**src/rtl/fetch_unit.sv**
```systemverilog
// Instruction fetch stage: PC-sequential requests to instruction memory, a DEPTH-entry
// instruction queue toward decode, and redirect with flush and discard of stale responses.
module fetch_unit #(
  parameter int              XLEN     = 32,
  parameter int              ILEN     = 32,
  parameter logic [XLEN-1:0] RESET_PC = '0,
  parameter int              PC_STEP  = 4,
  parameter int              DEPTH    = 4
) (
  input  logic            clk,
  input  logic            reset,
  output logic            imem_req_valid,
  output logic [XLEN-1:0] imem_req_addr,
  input  logic            imem_req_ready,
  input  logic            imem_rsp_valid,
  input  logic [ILEN-1:0] imem_rsp_data,
  input  logic            redirect_valid,
  input  logic [XLEN-1:0] redirect_pc,
  output logic            out_valid,
  input  logic            out_ready,
  output logic [ILEN-1:0] out_instr,
  output logic [XLEN-1:0] out_pc,
  output logic [XLEN-1:0] out_pc_next,
  output logic [XLEN-1:0] fetch_pc,
  output logic            protocol_err
);

  localparam int              AW   = $clog2(DEPTH);
  localparam int              CW   = AW + 1;
  localparam logic [XLEN-1:0] STEP = XLEN'(PC_STEP);

  logic [ILEN-1:0] q_mem [DEPTH];
  logic [AW-1:0]   rd_ptr, wr_ptr;
  logic [CW-1:0]   q_count, inflight, drop_cnt;
  logic [XLEN-1:0] head_pc;
  logic [CW+1:0]   used;
  logic            credit, issue, pop, push, rsp_drop, rsp_live, rsp_err;

  // Every slot is either queued, awaiting a live response, or awaiting a response to discard.
  always_comb begin
    used     = (CW+2)'(q_count) + (CW+2)'(inflight) + (CW+2)'(drop_cnt);
    credit   = used < (CW+2)'(DEPTH);
    rsp_drop = imem_rsp_valid && (drop_cnt != '0);
    rsp_live = imem_rsp_valid && (drop_cnt == '0) && (inflight != '0);
    rsp_err  = imem_rsp_valid && (drop_cnt == '0) && (inflight == '0);
    imem_req_valid = credit && !redirect_valid && !reset;
    issue     = imem_req_valid && imem_req_ready;
    out_valid = (q_count != '0) && !redirect_valid;
    pop       = out_valid && out_ready;
    push      = rsp_live && !redirect_valid;
    out_instr = (q_count != '0) ? q_mem[rd_ptr] : '0;
  end

  assign imem_req_addr = fetch_pc;
  assign out_pc        = head_pc;
  assign out_pc_next   = head_pc + STEP;

  always_ff @(posedge clk or posedge reset) begin
    if (reset) begin
      fetch_pc     <= RESET_PC;
      head_pc      <= RESET_PC;
      rd_ptr       <= '0;
      wr_ptr       <= '0;
      q_count      <= '0;
      inflight     <= '0;
      drop_cnt     <= '0;
      protocol_err <= 1'b0;
    end else if (redirect_valid) begin
      // Outstanding live requests become drops; a response arriving now is consumed here.
      fetch_pc     <= redirect_pc;
      head_pc      <= redirect_pc;
      rd_ptr       <= '0;
      wr_ptr       <= '0;
      q_count      <= '0;
      inflight     <= '0;
      drop_cnt     <= drop_cnt + inflight - CW'(rsp_drop || rsp_live);
      protocol_err <= protocol_err || rsp_err;
    end else begin
      if (issue) fetch_pc <= fetch_pc + STEP;
      if (pop) begin
        head_pc <= head_pc + STEP;
        rd_ptr  <= rd_ptr + AW'(1);
      end
      if (push) wr_ptr <= wr_ptr + AW'(1);
      q_count      <= q_count + CW'(push) - CW'(pop);
      inflight     <= inflight + CW'(issue) - CW'(rsp_live);
      drop_cnt     <= drop_cnt - CW'(rsp_drop);
      protocol_err <= protocol_err || rsp_err;
    end
  end

  // Queue storage carries no reset; validity is tracked by q_count alone.
  always_ff @(posedge clk) begin
    if (push) q_mem[wr_ptr] <= imem_rsp_data;
  end

endmodule

```
**config.mk**
```make
export PLATFORM = sky130hd
export DESIGN_NAME = fetch_unit
export DESIGN_NICKNAME = d
export VERILOG_FILES = /design/src/rtl/fetch_unit.sv
export SDC_FILE = /design/constraint.sdc
export NUM_CORES = 1
export LEC_CHECK = 0
export ABC_AREA = 1
export CAP_MARGIN = 20
export CELL_PAD_IN_SITES_DETAIL_PLACEMENT = 0
export CELL_PAD_IN_SITES_GLOBAL_PLACEMENT = 1
export CORE_MARGIN = 5
export CORE_UTILIZATION = 35
export CTS_CLUSTER_DIAMETER = 50
export DETAILED_ROUTE_END_ITERATION = 8
export HOLD_SLACK_MARGIN = 0.08
export PLACE_DENSITY = 0.78
export SYNTH_ARGS = -nofsm -noshare
export SYNTH_HDL_FRONTEND = slang
export SYNTH_SLANG_ARGS = --single-unit
```
**constraint.sdc**
```tcl
create_clock -name clk -period 3.7 [get_ports clk]
set_input_delay 0.74 -clock clk [delete_from_list [all_inputs] [get_ports clk]]
set_output_delay 0.74 -clock clk [all_outputs]
set_load 0.005 [all_outputs]
```
==> flow_summary.json <==
{
  "die_area_sq_um": 34300,
  "whs_path_depth": 1,
  "wl_per_cell_um": 17.1,
  "wl_met1_mm": 14.1,
  "dpl_cell_area_sq_um": 13300,
  "cts_tree": "built",
  "maxUsedRoutingLayer": "met4",
  "core_region_area_sq_um": 30500,
  "hold_viol": 0,
  "yosys_warnings": 0,
  "hold_class": "flip-flop to flip-flop",
  "n_antenna_cell": 0,
  "tns_ns": 0,
  "die_w_um": 185,
  "rows": 64,
  "ys_ff_latch": 206,
  "worstSetupEndpointType": "primary output",
  "grt_max_degree": 65,
  "nets": 1527,
  "port_buffers": 232,
  "cp.required_ns": 2.96,
  "yosysUniqueCellTypes": 41,
  "peakVddDrop_mv": 0.365,
  "grt_pass1_vias": 8732,
  "clockBufferDepth": 3,
  "grtUsageTotal": 0.179,
  "cp_max_fo": 3,
  "critPathArrivalTime_ns": 2.77,
  "layout_commonest_cell": "nand2_1",
  "finalInstanceArea_sq_um": 14300,
  "syn_area_sq_um": 10800,
  "mostFrequentLayoutCells": "nand2_1, nor2_1, clkdlybuf4s50_1",
  "die_h_um": 185,
  "skew_ns": 0.0122,
  "vias": 8954,
  "grt-ovfl-total": 0,
  "cts_htree_levels": 1,
  "cap_violations": 0,
  "slew_viol_final": 0,
  "synth_top_area_share": 0.357,
  "first_pass_iters": 5,
  "synth_seq_area_share": 0.539,
  "tightest_slew_ns": 0.909,
  "power_leakage_nw": 5.76,
  "fmax_mhz": 285,
  "cts_root_buffer": "clkbuf_16",
  "wl_met2_mm": 14.8,
  "worst_r2r_path_depth": 15,
  "ys_top_cells_by_area": "edfxtp_1, dfrtp_1, nand2_1, nor2_1, o21ai_0",
  "relSlewSlack": 0.394,
  "start_util": 0.353,
  "layout-drive-gt1-share": 0.0763,
  "finalPower_mw": 8.94,
  "io_pins": 233,
  "cts.clk_slew.worst_paths_ns": 0.06,
  "synth_nets": 1321,
  "dp_hpwl_mm": 22.4,
  "drc": 0,
  "yosysTopAreaCell": "edfxtp_1",
  "clkLatencyLatePin_ns": 0.53,
  "gp_congestion": 0.850,
  "startpoint_type": "flip-flop",
  "grt_pass1_wl_mm": 48.3,
  "min_period_ns": 3.51,
  "area_growth_pct": 32.8,
  "numCtsBuffers": 29,
  "cts_sinks": 206,
  "syn_inst": 1228,
  "ant_nets": 0,
  "drt_iter0_markers": 455,
  "crit_type": "flip-flop to primary output",
  "finalWirelength_mm": 31.7,
  "antenna_found_initial": 0,
  "power_density_nw_per_um2": 625,
  "outcome": "complete, no violations",
  "setup_violations": 0,
  "met3WireLength_mm": 1.96,
  "finalCritPeriodShare": 0.950,
  "nFillCells": 2930,
  "syn_avg_cell_area_sq_um": 8.76,
  "grt_setup_unrepaired": "no",
  "vias_per_cell": 4.84
}
## where the power goes
group	switching (mW)	total, mW	internal (mW)
Clock	1.04	2.69	1.65
Combinational	1.61	3.18	1.56
Sequential	0.386	3.07	2.68
## repair_timing
action	CTS	global route
pin swaps	1	0
setup buffers	1	1
hold buffers	0	0
endpoints found under the setup margin	1	1
resized for setup	5	1
## stage by stage
stage                     utilization  setup WS (ns)  cells  hold slack (ns)
after global placement          0.437          0.409   1797            0.465
after detailed placement        0.437          0.330   1797            0.469
final                           0.468          0.186   1851            0.480
after floorplan                     -         0.0587   1228            0.466
after global routing            0.468         0.0154   1851            0.514
after CTS                       0.468          0.123   1850            0.486
## routing by layer
layer | vias up | global-route usage
li1 | 4401 | -
met2 | 293 | 0.290
met1 | 4204 | 0.250
met3 | 56 | 0.0283
met4 | 0 | 0.0528
met5 | - | 0
## synthesized netlist by cell type (all sizes together)
library cell	number
nand3	74
clkbuf	23
xor2	17
nand2	283
o211ai	2
fa	6
nand4	4
and3	1
ha	17
a21boi	4
a31oi	4
o21a	4
nor2	251
dfrtp	78
a22oi	1
clkinv	2
nor3	5
mux2i	1
o21ai	88
xnor2	14
o21bai	2
inv	92
a31o	1
nand3b	10
and2	6
a21oi	55
buf	55
edfxtp	128
## cell type report
class	count	area, sq um	area share
Sequential cell	206	5800	0.406
Multi-Input combinational cell	850	4190	0.293
Timing Repair Buffer	253	2500	0.175
Clock buffer	30	729	0.0510
Tap cell	396	495	0.0347
Inverter	94	357	0.0250
Clock inverter	22	220	0.0154
## cells by family after synthesis
logic type      after synthesis  synth area share
compound gates              161            0.0791
xor+xnor                     31            0.0266
fa+ha+maj                    23            0.0309
buf+inv                     172            0.0750
flops                       206             0.539
mux                           1          0.000930
simple gates                634             0.249
## path summary, 6_finish.rpt
path / startpoint / to / slack, ns
min: protocol_err / protocol_err / 0.48
max: q_count[1] / imem_req_valid / 0.19
min reg2reg: protocol_err / protocol_err / 0.48
max in group asynchronous: reset / rd_ptr[0] / 1.89
min in group asynchronous: reset / inflight[1] / 0.62
max reg2reg: q_count[1] / inflight[2] / 0.47
## critical path, cell delays in order (launching register included)
cell	delay, ns
dfrtp_1	0.40
inv_2	0.10
fa_1	0.45
a21oi_2	0.14
fa_1	0.42
nor2_1	0.12
nand2_1	0.07
a21oi_2	0.14
nand2_2	0.09
inv_1	0.05
dlygate4sd2_1	0.26
## flip-flops by register name, indices dropped and copies added, names as in the netlist
signal        flops
q_mem           128
fetch_pc         32
out_pc           32
drop_cnt          3
inflight          3
q_count           3
rd_ptr            2
wr_ptr            2
protocol_err      1
No activity file was read; power rests on OpenSTA's default activity.
